===== src/rtl/store_write_buffer.sv =====
// Write-through store buffer: queues byte/word stores from the data cache and
// drains them in order to memory. Optional coalescing via STORE_BUF_COALESCE_EN.
module store_write_buffer #(
    parameter int unsigned DEPTH  = 4,
    parameter int unsigned ADDR_W = 32
) (
    input  logic                     clock,
    input  logic                     reset,
    input  logic                     enq_valid,
    output logic                     enq_ready,
    input  logic [ADDR_W-1:0]        enq_addr,
    input  logic [31:0]              enq_data,
    input  logic                     enq_sb,
    output logic                     misalign_err,
    output logic                     mem_req_valid,
    input  logic                     mem_req_ready,
    output logic [ADDR_W-1:0]        mem_addr,
    output logic [31:0]              mem_data,
    output logic [3:0]               mem_byte_en,
    input  logic [ADDR_W-1:0]        lookup_addr,
    output logic                     lookup_hit,
    output logic [$clog2(DEPTH):0]   count,
    output logic                     full,
    output logic                     empty
);

    localparam int unsigned PW  = $clog2(DEPTH);
    localparam int unsigned WAW = ADDR_W - 2;

    typedef logic [PW-1:0] ptr_t;
    typedef logic [PW:0]   cnt_t;

    logic [WAW-1:0] wa_q   [DEPTH];
    logic [31:0]    data_q [DEPTH];
    logic [3:0]     be_q   [DEPTH];

    ptr_t head_q, head_d, tail_q, tail_d;
    cnt_t count_q, count_d;
    logic misalign_q, misalign_d;

    logic [WAW-1:0] enq_wa;
    logic [31:0]    enq_wdata;
    logic [3:0]     enq_be;
    logic           misaligned, enq_take, merge, alloc, pop;
    logic           unused_lookup_lsb;

    assign unused_lookup_lsb = ^lookup_addr[1:0];

    assign full          = (count_q == cnt_t'(DEPTH));
    assign empty         = (count_q == '0);
    assign enq_ready     = ~full;
    assign mem_req_valid = ~empty;
    assign count         = count_q;
    assign misalign_err  = misalign_q;

    assign mem_addr    = {wa_q[head_q], 2'b00};
    assign mem_data    = data_q[head_q];
    assign mem_byte_en = be_q[head_q];

    assign enq_wa     = enq_addr[ADDR_W-1:2];
    assign misaligned = ~enq_sb && (enq_addr[1:0] != 2'b00);
    assign enq_take   = enq_valid && enq_ready && ~misaligned;
    assign enq_be     = enq_sb ? (4'b0001 << enq_addr[1:0]) : 4'b1111;
    assign enq_wdata  = enq_sb ? {4{enq_data[7:0]}} : enq_data;
    assign pop        = mem_req_valid && mem_req_ready;

`ifdef STORE_BUF_COALESCE_EN
    ptr_t        newest;
    logic [31:0] merged_data;

    assign newest = tail_q - ptr_t'(1);
    // count >= 2 keeps the head under presentation out of reach of a merge.
    assign merge  = enq_take && (count_q >= cnt_t'(2)) && (wa_q[newest] == enq_wa);

    always_comb begin
        merged_data = data_q[newest];
        for (int unsigned j = 0; j < 4; j++) begin
            if (enq_be[j]) begin
                merged_data[8*j +: 8] = enq_wdata[8*j +: 8];
            end
        end
    end
`else
    assign merge = 1'b0;
`endif

    assign alloc = enq_take && ~merge;

    always_comb begin
        head_d     = pop ? head_q + ptr_t'(1) : head_q;
        tail_d     = alloc ? tail_q + ptr_t'(1) : tail_q;
        misalign_d = enq_valid && enq_ready && misaligned;
        count_d    = count_q;
        unique case ({alloc, pop})
            2'b10:   count_d = count_q + cnt_t'(1);
            2'b01:   count_d = count_q - cnt_t'(1);
            default: count_d = count_q;
        endcase
    end

    always_ff @(posedge clock) begin
        if (!reset) begin
            head_q     <= '0;
            tail_q     <= '0;
            count_q    <= '0;
            misalign_q <= 1'b0;
        end else begin
            head_q     <= head_d;
            tail_q     <= tail_d;
            count_q    <= count_d;
            misalign_q <= misalign_d;
        end
    end

    // Entry payload needs no reset; occupancy is tracked by the pointers alone.
    always_ff @(posedge clock) begin
        if (alloc) begin
            wa_q[tail_q]   <= enq_wa;
            data_q[tail_q] <= enq_wdata;
            be_q[tail_q]   <= enq_be;
        end
`ifdef STORE_BUF_COALESCE_EN
        else if (merge) begin
            be_q[newest]   <= be_q[newest] | enq_be;
            data_q[newest] <= merged_data;
        end
`endif
    end

    function automatic logic occupied(input ptr_t idx, input ptr_t head, input cnt_t cnt);
        ptr_t off;
        off = idx - head;
        return {1'b0, off} < cnt;
    endfunction

    always_comb begin
        lookup_hit = 1'b0;
        for (int unsigned i = 0; i < DEPTH; i++) begin
            if (occupied(ptr_t'(i), head_q, count_q) &&
                (wa_q[i] == lookup_addr[ADDR_W-1:2])) begin
                lookup_hit = 1'b1;
            end
        end
    end

endmodule


===== config.mk =====
export PLATFORM = sky130hd
export DESIGN_NAME = store_write_buffer
export DESIGN_NICKNAME = d
export VERILOG_FILES = /design/src/rtl/store_write_buffer.sv
export SDC_FILE = /design/constraint.sdc
export NUM_CORES = 1
export LEC_CHECK = 0
export CORE_ASPECT_RATIO = 1.2
export CORE_MARGIN = 2
export CORE_UTILIZATION = 28
export DETAILED_ROUTE_END_ITERATION = 12
export GPL_TIMING_DRIVEN = 0
export SYNTH_ARGS = -nofsm -noshare
export SYNTH_HDL_FRONTEND = slang
export SYNTH_SLANG_ARGS = --single-unit

===== constraint.sdc =====
create_clock -name clock -period 5.8 [get_ports clock]
set_input_delay 0.87 -clock clock [delete_from_list [all_inputs] [get_ports clock]]
set_output_delay 0.87 -clock clock [all_outputs]
set_load 0.02 [all_outputs]

Yosys cells after proc, flatten, opt, wreduce, memory -nomap -nowiden
Memories as Yosys holds them, arrays and structs flattened. A register that Yosys moved wholly into a read port is not among the register bits.
Index checks and enable logic that the tools add are counted.
- $add $sub $neg: 8
- $lt $le $gt $ge: 4
- equal/unequal tests: 7
- shifts and indexed selects: 1
- multiplexer cells: 15
- bitwise gates (word level): 4
- reduce and logical (&&, ||, !) cells: 12
- operators with widths (cell ; count):
    $eq 30x30->1 ; 4
    $mux 32 ; 1
    $lt 2x3->1 ; 4
    $mux 2 ; 6
    $logic_and 1x1->1 ; 9
    $mux 1 ; 6
    $pmux 3 s2 ; 1
    $add 2x1->2 const B ; 2
    $mux 4 ; 1
    $not 1->1 ; 4
    $reduce_bool 2->1 ; 2
    $shl 1x2->4 const A ; 1
    $sub 1x2->2 const A ; 2
    $sub 2x2->2 const A ; 2
    $add 3x1->3 const B ; 1
    $eq 3x3->1 const B ; 1
    $logic_not 3->1 ; 1
    $sub 3x1->3 const B ; 1
    $eq 2x1->1 const B ; 1
    $eq 2x2->1 const B ; 1
- register bits after elaboration: 8
- bits in writable memories: 264
- bits of input ports: 101
- output and inout port bits: 77
- word-level logic and storage cells: 58
- memories: 3
- memory list (name ; words ; bits a word ; rd ports ; clocked after memory_dff ; wr ports ; RTL line ; RTL):
    data_q ; 4 ; 32 ; 1 ; 1 ; 1 ; 34 ; logic [31:0] data_q [DEPTH];
    wa_q ; 4 ; 30 ; 5 ; 1 ; 1 ; 33 ; logic [WAW-1:0] wa_q [DEPTH];
    be_q ; 4 ; 4 ; 1 ; 1 ; 1 ; 35 ; logic [3:0] be_q [DEPTH];

Logic depth before layout (Yosys ltp)
Gate-level depths: netlist of the first run.
- depth after elaboration: 7
- mapped depth: 11

Worst setup path after synthesis of the first run
Ideal clock, no wire load.
- path type: input port to flip-flop
- from: input enq_sb
- to: memory be_q[0][0] (enable)
- setup time: 431 ps
- arrival: 3013 ps
- setup slack: 2356 ps
- cell stages on the path: 4
- buffers on the path: 1
- cells stage by stage: clkbuf_1 > a21oi_1 > nor2_1 > and2_1
- longest elaborated chain between the ends: 6
- ends and longest elaborated chain (item ; RTL line ; RTL):
    start: declaration ; 13 ; input logic enq_sb,
    $not 1->1 ; 61 ; assign misaligned = ~enq_sb && (enq_addr[1:0] != 2'b00);
    $logic_and 1x1->1 ; 61 ;
    $not 1->1 ; 62 ; assign enq_take = enq_valid && enq_ready && ~misaligned;
    $logic_and 1x1->1 ; 62 ;
    $mux 1 ; 117 ; if (alloc) begin
    $mux 1 (implied by the code) ; 120 ; be_q[tail_q] <= enq_be;
    end: declaration ; 35 ;
No other way between the ends.

Worst setup path after layout of the first run
- from: input lookup_addr[14]
- to: output lookup_hit
- longest elaborated chain between the ends: 6
- elaborated cells on any way between the ends: 12
- ends and longest elaborated chain (item ; RTL line ; RTL):
    start: declaration ; 20 ; input logic [ADDR_W-1:0] lookup_addr,
    $eq 30x30->1 ; 140 ; (wa_q[i] == lookup_addr[ADDR_W-1:2])) begin
    $logic_and 1x1->1 ; 139 ; if (occupied(ptr_t'(i), head_q, count_q) &&
    $mux 1 (3 in series) ; 139 ;
    $mux 1 (*) ; 139 ;
    end: declaration ; 21 ; output logic lookup_hit,
Mark *: on every way between the ends. The rest lies on a longest branch, timed or not.

==> metrics.txt, run 1 <==
# TYPE chip_impl_metric gauge
chip_impl_info{name="critical_path.endpoint_type",value="output pin"} 1
chip_impl_metric{name="routed-via-count",unit=""} 6547
chip_impl_info{name="worst_r2r_startpoint",value="count[1]$_SDFFE_PN0P_"} 1
chip_impl_metric{name="fin_worst_hold_slack",unit="ns"} 0.574
chip_impl_metric{name="post-route-drc-count",unit=""} 0
chip_impl_metric{name="chipWidth",unit="µm"} 191
chip_impl_info{name="run_status",value="finished, final reports clean"} 1
chip_impl_metric{name="dr.first_iter.drc_count",unit=""} 337
chip_impl_metric{name="cts_hold_buf",unit=""} 0
chip_impl_metric{name="synth-edff-count",unit=""} 264
chip_impl_metric{name="r2r.worst_path.cells",unit=""} 11
chip_impl_metric{name="cts.repair_timing.setup_buffer_count",unit=""} 0
chip_impl_metric{name="dpl.hpwl",unit="µm"} 22300
chip_impl_metric{name="timing_worst_slew_pin_value",unit="ns"} 0.922
chip_impl_metric{name="grt_max_degree",unit=""} 36
chip_impl_metric{name="detail-route-antenna-nets",unit=""} 0
chip_impl_metric{name="gp_congestion",unit=""} 0.818
chip_impl_metric{name="period_minus_slack",unit="ns"} 4.43
chip_impl_metric{name="power.clock.fraction",unit="%"} 31.9
chip_impl_info{name="yosys-top-cells-area",value="sky130_fd_sc_hd__edfxtp_1, sky130_fd_sc_hd__mux4_2, sky130_fd_sc_hd__xor2_1, sky130_fd_sc_hd__xnor2_1, sky130_fd_sc_hd__dfxtp_1"} 1
chip_impl_metric{name="clkTransAtPathRegs",unit="ns"} 0.06
chip_impl_metric{name="quantity_of_gates_resized_following_cts",unit=""} 0
chip_impl_metric{name="drive_gt1_share",unit="%"} 15.0
chip_impl_metric{name="coreArea",unit="µm²"} 41600
chip_impl_info{name="criticalPathCategory",value="input pin to output pin"} 1
chip_impl_metric{name="worst_stage_delay_on_the_critical_path",unit="ns"} 0.66
chip_impl_metric{name="report.final.hold_viol_count",unit=""} 0
chip_impl_metric{name="drt-wirelength-per-cell",unit="µm"} 22.0
chip_impl_metric{name="cts_sinks",unit=""} 274
chip_impl_metric{name="power_switching_share",unit="%"} 28.8
chip_impl_metric{name="timing.final.setup_violations",unit=""} 0
chip_impl_metric{name="grt_antenna_before_repair",unit=""} 5
chip_impl_metric{name="grt_pass1_wl",unit="µm"} 44700
chip_impl_metric{name="synth-warning-count",unit=""} 0
chip_impl_metric{name="clock_latency_on_the_worst_skew_pair",unit="ns"} 0.55
chip_impl_metric{name="p_switching",unit="mW"} 1.77
chip_impl_metric{name="synthArstFlopShare",unit="%"} 0
chip_impl_metric{name="report.final.slew_viol_count",unit=""} 0
chip_impl_metric{name="drt-vias-per-instance",unit=""} 4.58
chip_impl_metric{name="static-leakage-power",unit="nW"} 4.99
chip_impl_metric{name="synthesis.instances",unit=""} 647
chip_impl_metric{name="grt_usage",unit="%"} 14.1
chip_impl_metric{name="fp.dieArea",unit="µm²"} 43500
chip_impl_metric{name="overflow",unit=""} 0
chip_impl_metric{name="worst-endpoint-arrival",unit="ns"} 3.56
chip_impl_metric{name="via_count_of_the_first_global_routing_pass",unit=""} 6745
chip_impl_metric{name="syn-mean-instance-area",unit="µm²"} 18.1
chip_impl_info{name="synthDominantAreaCellType",value="sky130_fd_sc_hd__edfxtp_1"} 1
chip_impl_metric{name="timing.slew.headroom",unit="%"} 38.5
chip_impl_info{name="postSynth.topFlopCell",value="sky130_fd_sc_hd__edfxtp_1"} 1
chip_impl_info{name="synth_top_cells_by_count",value="sky130_fd_sc_hd__edfxtp_1, sky130_fd_sc_hd__xor2_1, sky130_fd_sc_hd__mux4_2"} 1
chip_impl_metric{name="synth.distinct_cells",unit=""} 30
chip_impl_metric{name="tritoncts.num_buffers",unit=""} 31
chip_impl_info{name="most_common_cell_in_the_netlist",value="sky130_fd_sc_hd__edfxtp_1"} 1
chip_impl_metric{name="synth_seq_area_share",unit="%"} 69.4
chip_impl_metric{name="layout.nets",unit=""} 968
chip_impl_metric{name="peakVddDrop",unit="µV"} 252
chip_impl_info{name="hold_path.class",value="flop to flop"} 1
chip_impl_info{name="cts_tree",value="done"} 1
chip_impl_info{name="worst_setup_path_endpoint",value="lookup_hit"} 1
chip_impl_metric{name="p_seq_share",unit="%"} 38.5
chip_impl_info{name="launch_point_of_the_critical_path",value="lookup_addr[14]"} 1
chip_impl_metric{name="io_pins",unit=""} 178
chip_impl_metric{name="comb_power_share",unit="%"} 29.6
chip_impl_metric{name="placement_rows",unit=""} 82
chip_impl_metric{name="syn_area",unit="µm²"} 11700
chip_impl_metric{name="tns",unit="ns"} 0
chip_impl_info{name="cts_root_buf",value="sky130_fd_sc_hd__clkbuf_16"} 1
chip_impl_metric{name="synth-seq-cells",unit=""} 274
chip_impl_metric{name="finalWirelength",unit="µm"} 31400
chip_impl_metric{name="pwr_density_cell",unit="nW/µm²"} 403
chip_impl_metric{name="setup.reg_to_reg.worst_slack",unit="ns"} 3.34
chip_impl_metric{name="start_util",unit="%"} 28.2
chip_impl_metric{name="syn2layout_area_growth",unit="%"} 30.4
chip_impl_metric{name="placement.cell_area",unit="µm²"} 14200
chip_impl_metric{name="finClkSkew",unit="ns"} 0.00916
chip_impl_metric{name="fin_crit_sh",unit="%"} 76.3
chip_impl_metric{name="numPortBuffers",unit=""} 172
chip_impl_metric{name="timing.fmax",unit="MHz"} 226
chip_impl_metric{name="timing.max_cap.violations",unit=""} 0
chip_impl_metric{name="intPower",unit="mW"} 4.38
chip_impl_metric{name="die_h",unit="µm"} 228
chip_impl_info{name="grt_setup_unrepaired",value="false"} 1
chip_impl_metric{name="cp.required",unit="ns"} 4.93
chip_impl_info{name="hold_path_startpoint",value="tail_q[1]$_SDFFE_PN0P_"} 1
chip_impl_metric{name="worstPathMaxFanout",unit=""} 4
chip_impl_info{name="path_cells",value="clkdlybuf4s50_1 > xor2_1 > nor4_1 > nand3_1 > a2111oi_0 > or4_1 > clkdlybuf4s50_1"} 1
chip_impl_metric{name="yosysTopAreaCellShare",unit="%"} 67.6
chip_impl_metric{name="clock_path_buffers",unit=""} 3
chip_impl_info{name="worstReg2RegEnd",value="count[2]$_SDFFE_PN0P_"} 1
chip_impl_metric{name="final_cell_area",unit="µm²"} 15300
chip_impl_info{name="critical-path-slowest-cell",value="sky130_fd_sc_hd__clkdlybuf4s50_1"} 1
chip_impl_info{name="crit_top_cell",value="sky130_fd_sc_hd__clkdlybuf4s50_1"} 1
chip_impl_info{name="worst_setup_path_start_kind",value="input pin"} 1
chip_impl_metric{name="cts_max_level",unit=""} 1
chip_impl_metric{name="detail_route.first_pass.iterations",unit=""} 5
worst max-delay path, delay by kind of cell:
family	cells	cell delay [ns]
XOR/XNOR	1	0.16
buffers and inverters	2	1.28
AND/OR/NAND/NOR	3	0.87
AO/OA/AOI/OAI	1	0.38
area by class of cell:
| type | instances | area (µm²) |
|---|---|---|
| inverters | 39 | 146 |
| repair buffers | 176 | 1830 |
| diodes | 3 | 7.51 |
| plain buffers | 20 | 95.1 |
| clock buffers | 35 | 791 |
| flip-flops and latches | 274 | 8130 |
| fillers | 3945 | 26300 |
| multi-input cells | 315 | 3360 |
| well taps | 546 | 683 |
| clock inverters | 21 | 234 |
registers in the layout, summed over array words and instances (netlist names), named ones only:
signal	cells
be_q	16
count	3
data_q	128
head_q	2
misalign_err	1
tail_q	2
wa_q	120
worst min path at each step:
stage | endpoint | slack [ns] | cells after the start
2_1_floorplan | tail_q[1]$_SDFFE_PN0P_ | 0.53 | 2
3_3_place_gp | tail_q[1]$_SDFFE_PN0P_ | 0.56 | 2
3_5_place_dp | tail_q[1]$_SDFFE_PN0P_ | 0.57 | 2
4_1_cts | tail_q[1]$_SDFFE_PN0P_ | 0.58 | 2
5_1_grt | tail_q[1]$_SDFFE_PN0P_ | 0.65 | 2
6_report | tail_q[1]$_SDFFE_PN0P_ | 0.57 | 2
cell usage in the layout, fill, tap and decap left out, types with 7 or more instances in the layout:
master and count:
sky130_fd_sc_hd__clkdlybuf4s50_1 172, sky130_fd_sc_hd__clkinv_1 7, sky130_fd_sc_hd__nand2_1 12, sky130_fd_sc_hd__nand4_1 10
sky130_fd_sc_hd__xnor2_1 29, sky130_fd_sc_hd__buf_2 7, sky130_fd_sc_hd__clkbuf_16 31, sky130_fd_sc_hd__xor2_1 97
sky130_fd_sc_hd__dfxtp_1 10, sky130_fd_sc_hd__inv_1 37, sky130_fd_sc_hd__ha_1 9, sky130_fd_sc_hd__clkbuf_1 11
sky130_fd_sc_hd__nor4_1 22, sky130_fd_sc_hd__edfxtp_1 264, sky130_fd_sc_hd__a21oi_1 7, sky130_fd_sc_hd__mux4_2 66
sky130_fd_sc_hd__o21ai_0 30
layer usage:
layer	global-route usage, %	wire length, µm
met1	17.0	12200
met2	24.7	16100
met3	4.14	2480
met4	3.37	629
met5	0	29
per-stage QoR:
stage	utilization [%]	setup slack, ns	instances	power, mW
CTS	36.8	1.34	1426	6.26
detailed placement	34.3	1.34	1370	4.27
global route	36.8	1.22	1428	6.42
global placement	34.0	0.439	1366	4.26
floorplan	-	2.36	648	3.43
finish	36.8	1.37	1429	6.15
power groups by stage:
stage / registers, mW / clock network, mW / logic [mW]
6_report: 2.37 / 1.96 / 1.82
3_3_place_gp: 2.43 / 0 / 1.84
4_1_cts: 2.37 / 2.01 / 1.87
5_1_grt: 2.39 / 2.08 / 1.95
2_1_floorplan: 2.41 / 0 / 1.02
3_5_place_dp: 2.42 / 0 / 1.86
kinds of logic after synthesis:
family / count (synthesis) / share of synthesized area, %
adder cells (fa/ha/maj): 10 / 1.13
multiplexers: 67 / 12.8
flip-flops: 274 / 69.4
AND/OR/NAND/NOR: 68 / 3.29
other: 1 / 0.0320
AO/OA/AOI/OAI: 42 / 1.94
buffers and inverters: 59 / 2.06
XOR/XNOR: 126 / 9.42
No activity file was read; power rests on OpenSTA's default activity.
==> run 2, diff against run 1 <==
clock period = 4.5 ns   (was 5.8 ns; I/O delays follow)
==> results of run 2 <==
The final DEF is identical to that of run 1. Status: finished, final reports clean.
Among the figures that moved: setup slack after placement 1.34 ns -> 0.434 ns; setup slack after layout 1.37 ns -> 0.462 ns; register-to-register setup slack 3.34 ns -> 2.04 ns; total power 6.15 mW -> 7.93 mW; worst IR drop on VDD 252 µV -> 325 µV
==> run 3, diff against run 2 <==
RECOVER_POWER = 25   (was not set)
clock period = 5.1 ns   (was 4.5 ns; I/O delays follow)
==> run 3 against run 2 <==
Global-route usage unchanged. Power decreased by 12%. Hold slack about the same. Worst setup slack improved by 0.41 ns. Highest routed layer unchanged. Largest cell class unchanged. Largest power group unchanged. Die area unchanged. Clock power decreased by 12%. Critical path type unchanged. Core utilization unchanged. Cell count unchanged. Non-clock buffer count unchanged. Wire length decreased by 0.17%. Combinational power decreased by 12%.
==> metrics.txt, run 3 (synthesis results as in run 1) <==
# TYPE chip_impl_metric gauge
chip_impl_metric{name="final_cell_count_no_fill",unit=""} 1429
chip_impl_metric{name="numPortBuffers",unit=""} 172
chip_impl_metric{name="dpl.hpwl",unit="µm"} 22300
chip_impl_info{name="worstReg2RegEnd",value="count[2]$_SDFFE_PN0P_"} 1
chip_impl_metric{name="placed_cells",unit=""} 1370
chip_impl_info{name="cts_tree",value="done"} 1
chip_impl_metric{name="final.fill_count",unit=""} 3945
chip_impl_metric{name="worst-endpoint-arrival",unit="ns"} 3.46
chip_impl_metric{name="drt-wirelength-per-cell",unit="µm"} 21.9
chip_impl_info{name="worst_setup_path_endpoint",value="lookup_hit"} 1
chip_impl_metric{name="timing.final.setup_violations",unit=""} 0
chip_impl_metric{name="post-route-drc-count",unit=""} 0
chip_impl_metric{name="grt_pass1_wl",unit="µm"} 44700
chip_impl_info{name="crit_top_cell",value="sky130_fd_sc_hd__clkdlybuf4s50_1"} 1
chip_impl_metric{name="timing.max_cap.violations",unit=""} 0
chip_impl_metric{name="drt-vias-per-instance",unit=""} 4.59
chip_impl_metric{name="fin_crit_sh",unit="%"} 82.9
chip_impl_metric{name="static-leakage-power",unit="nW"} 5.00
chip_impl_info{name="mostFrequentLayoutCells",value="sky130_fd_sc_hd__edfxtp_1, sky130_fd_sc_hd__clkdlybuf4s50_1, sky130_fd_sc_hd__xor2_1, sky130_fd_sc_hd__mux4_2, sky130_fd_sc_hd__dlygate4sd3_1"} 1
chip_impl_metric{name="detail-route-antenna-nets",unit=""} 0
chip_impl_metric{name="totalPowerFinal",unit="mW"} 6.99
chip_impl_metric{name="setup.reg_to_reg.worst_slack",unit="ns"} 2.64
chip_impl_info{name="cpLargestDelayFamily",value="buffers and inverters"} 1
chip_impl_info{name="worst_r2r_startpoint",value="count[1]$_SDFFE_PN0P_"} 1
chip_impl_metric{name="tns",unit="ns"} 0
chip_impl_metric{name="buf_inv_stages_crit_path",unit=""} 2
chip_impl_metric{name="peakVddDrop",unit="µV"} 287
chip_impl_info{name="launch_point_of_the_critical_path",value="lookup_addr[14]"} 1
chip_impl_info{name="grt_setup_unrepaired",value="false"} 1
chip_impl_info{name="reg.largest.list",value="data_q (128), wa_q (120), be_q (16)"} 1
chip_impl_metric{name="grt_max_degree",unit=""} 36
chip_impl_metric{name="grt_antenna_before_repair",unit=""} 7
chip_impl_metric{name="tritoncts.num_buffers",unit=""} 31
chip_impl_metric{name="worstSetupPathDepth",unit=""} 7
chip_impl_metric{name="gp_congestion",unit=""} 0.818
chip_impl_metric{name="finClkSkew",unit="ns"} 0.00843
chip_impl_metric{name="ff_latch_area",unit="µm²"} 8130
chip_impl_metric{name="coreArea",unit="µm²"} 41600
chip_impl_info{name="run_status",value="finished, final reports clean"} 1
chip_impl_metric{name="timing.fmax",unit="MHz"} 237
chip_impl_metric{name="cts_sinks",unit=""} 274
chip_impl_info{name="cts_root_buf",value="sky130_fd_sc_hd__clkbuf_16"} 1
chip_impl_metric{name="cp.required",unit="ns"} 4.34
chip_impl_info{name="hold_path.class",value="flop to flop"} 1
chip_impl_metric{name="timing.slew.headroom",unit="%"} 38.0
chip_impl_metric{name="drive_gt1_share",unit="%"} 15.0
chip_impl_metric{name="cts_hold_buf",unit=""} 0
chip_impl_info{name="top_register",value="data_q"} 1
chip_impl_metric{name="final_cell_area",unit="µm²"} 15300
chip_impl_metric{name="fp.dieArea",unit="µm²"} 43500
chip_impl_info{name="worst_setup_path_start_kind",value="input pin"} 1
chip_impl_info{name="critical_path.endpoint_type",value="output pin"} 1
chip_impl_metric{name="area_of_the_multi_input_gates",unit="µm²"} 3360
chip_impl_metric{name="clock_path_buffers",unit=""} 3
chip_impl_metric{name="placement.cell_area",unit="µm²"} 14200
chip_impl_metric{name="overflow",unit=""} 0
chip_impl_metric{name="via_count_of_the_first_global_routing_pass",unit=""} 6745
chip_impl_info{name="criticalPathCategory",value="input pin to output pin"} 1
chip_impl_metric{name="finalWirelength",unit="µm"} 31300
chip_impl_metric{name="r2r.worst_path.cells",unit=""} 11
chip_impl_metric{name="chipWidth",unit="µm"} 191
chip_impl_metric{name="grt_usage",unit="%"} 14.1
chip_impl_metric{name="start_util",unit="%"} 28.2
chip_impl_metric{name="timing_worst_slew_pin_value",unit="ns"} 0.930
chip_impl_metric{name="report.final.hold_viol_count",unit=""} 0
chip_impl_info{name="critical-path-slowest-cell",value="sky130_fd_sc_hd__clkdlybuf4s50_1"} 1
chip_impl_metric{name="io_pins",unit=""} 178
chip_impl_metric{name="pwr_density_cell",unit="nW/µm²"} 458
chip_impl_metric{name="placement_rows",unit=""} 82
chip_impl_metric{name="period_minus_slack",unit="ns"} 4.23
chip_impl_info{name="mostFrequentLayoutCell",value="sky130_fd_sc_hd__edfxtp_1"} 1
chip_impl_metric{name="worstPathMaxFanout",unit=""} 4
chip_impl_metric{name="report.final.slew_viol_count",unit=""} 0
chip_impl_metric{name="die_h",unit="µm"} 228
chip_impl_info{name="path_cells",value="clkdlybuf4s50_1 > xor2_1 > nor4_1 > nand3_1 > a2111oi_0 > or4_1 > clkdlybuf4s50_1"} 1
chip_impl_metric{name="syn2layout_area_growth",unit="%"} 30.4
chip_impl_metric{name="detail_route.first_pass.iterations",unit=""} 5
chip_impl_metric{name="fin_worst_hold_slack",unit="ns"} 0.574
chip_impl_metric{name="dr.first_iter.drc_count",unit=""} 316
chip_impl_metric{name="quantity_of_gates_resized_following_cts",unit=""} 0
chip_impl_metric{name="routed-via-count",unit=""} 6557
chip_impl_metric{name="cts.repair_timing.setup_buffer_count",unit=""} 0
chip_impl_metric{name="worst_stage_delay_on_the_critical_path",unit="ns"} 0.65
chip_impl_metric{name="layout.nets",unit=""} 968
chip_impl_metric{name="largest_reg_flops",unit=""} 128
chip_impl_metric{name="cts_max_level",unit=""} 1
chip_impl_metric{name="clkTransAtPathRegs",unit="ns"} 0.06
chip_impl_metric{name="clock_latency_on_the_worst_skew_pair",unit="ns"} 0.55
run 3: cell count changes in the layout (fill, tap and decap cells not counted), sizes merged:
cell / delta
clkdlybuf4s50: -39
dlygate4sd3: +39
run 3: metrics by stage:
stage / setup WS (ns) / utilization (%)
2_1_floorplan: 1.76 / -
4_1_cts: 0.845 / 36.8
3_5_place_dp: 0.854 / 34.3
3_3_place_gp: -0.156 / 34.0
6_report: 0.872 / 36.8
5_1_grt: 0.732 / 36.8
run 3: area by class of cell:
cell class,count,area share (%)
antenna,3,0.0491
buffer,20,0.622
clock buffer,35,5.18
clock inverter,21,1.53
inverter,39,0.958
multi-input combinational,315,22.0
sequential,274,53.2
tap,546,4.47
timing repair buffer,176,12.0
run 3: worst min path at each step:
| stage | startpoint | end | slack (ns) | depth (start not counted) |
|---|---|---|---|---|
| global route | tail_q[1]$_SDFFE_PN0P_ | tail_q[1]$_SDFFE_PN0P_ | 0.65 | 2 |
| floorplan | tail_q[1]$_SDFFE_PN0P_ | tail_q[1]$_SDFFE_PN0P_ | 0.53 | 2 |
| CTS | tail_q[1]$_SDFFE_PN0P_ | tail_q[1]$_SDFFE_PN0P_ | 0.58 | 2 |
| detailed placement | tail_q[1]$_SDFFE_PN0P_ | tail_q[1]$_SDFFE_PN0P_ | 0.57 | 2 |
| global placement | tail_q[1]$_SDFFE_PN0P_ | tail_q[1]$_SDFFE_PN0P_ | 0.56 | 2 |
| finish | tail_q[1]$_SDFFE_PN0P_ | tail_q[1]$_SDFFE_PN0P_ | 0.57 | 2 |
run 3: layer usage:
metal	GRT usage, %	vias up	routed length, µm
met4	3.37	4	670
met1	17.0	3326	12100
met3	4.14	47	2490
met2	24.7	237	16000
li1	-	2943	-
met5	0	-	33
run 3: report_power, final:
group          leakage [nW]  internal, mW  switching [mW]
clock                 0.497          1.36           0.875
sequential             2.49          2.63          0.0682
combinational          2.01         0.987            1.08
run 3: worst reg2reg max path, delay by kind of cell (launching register included):
family,cells,cell delay [ns]
AOI/OAI and AO/OA,1,0.15
xor gates and xnor gates,1,0.16
adders and majority gates,2,0.57
buffers and inverters,3,0.46
DFF,1,0.33
and+or+nand+nor,4,0.73
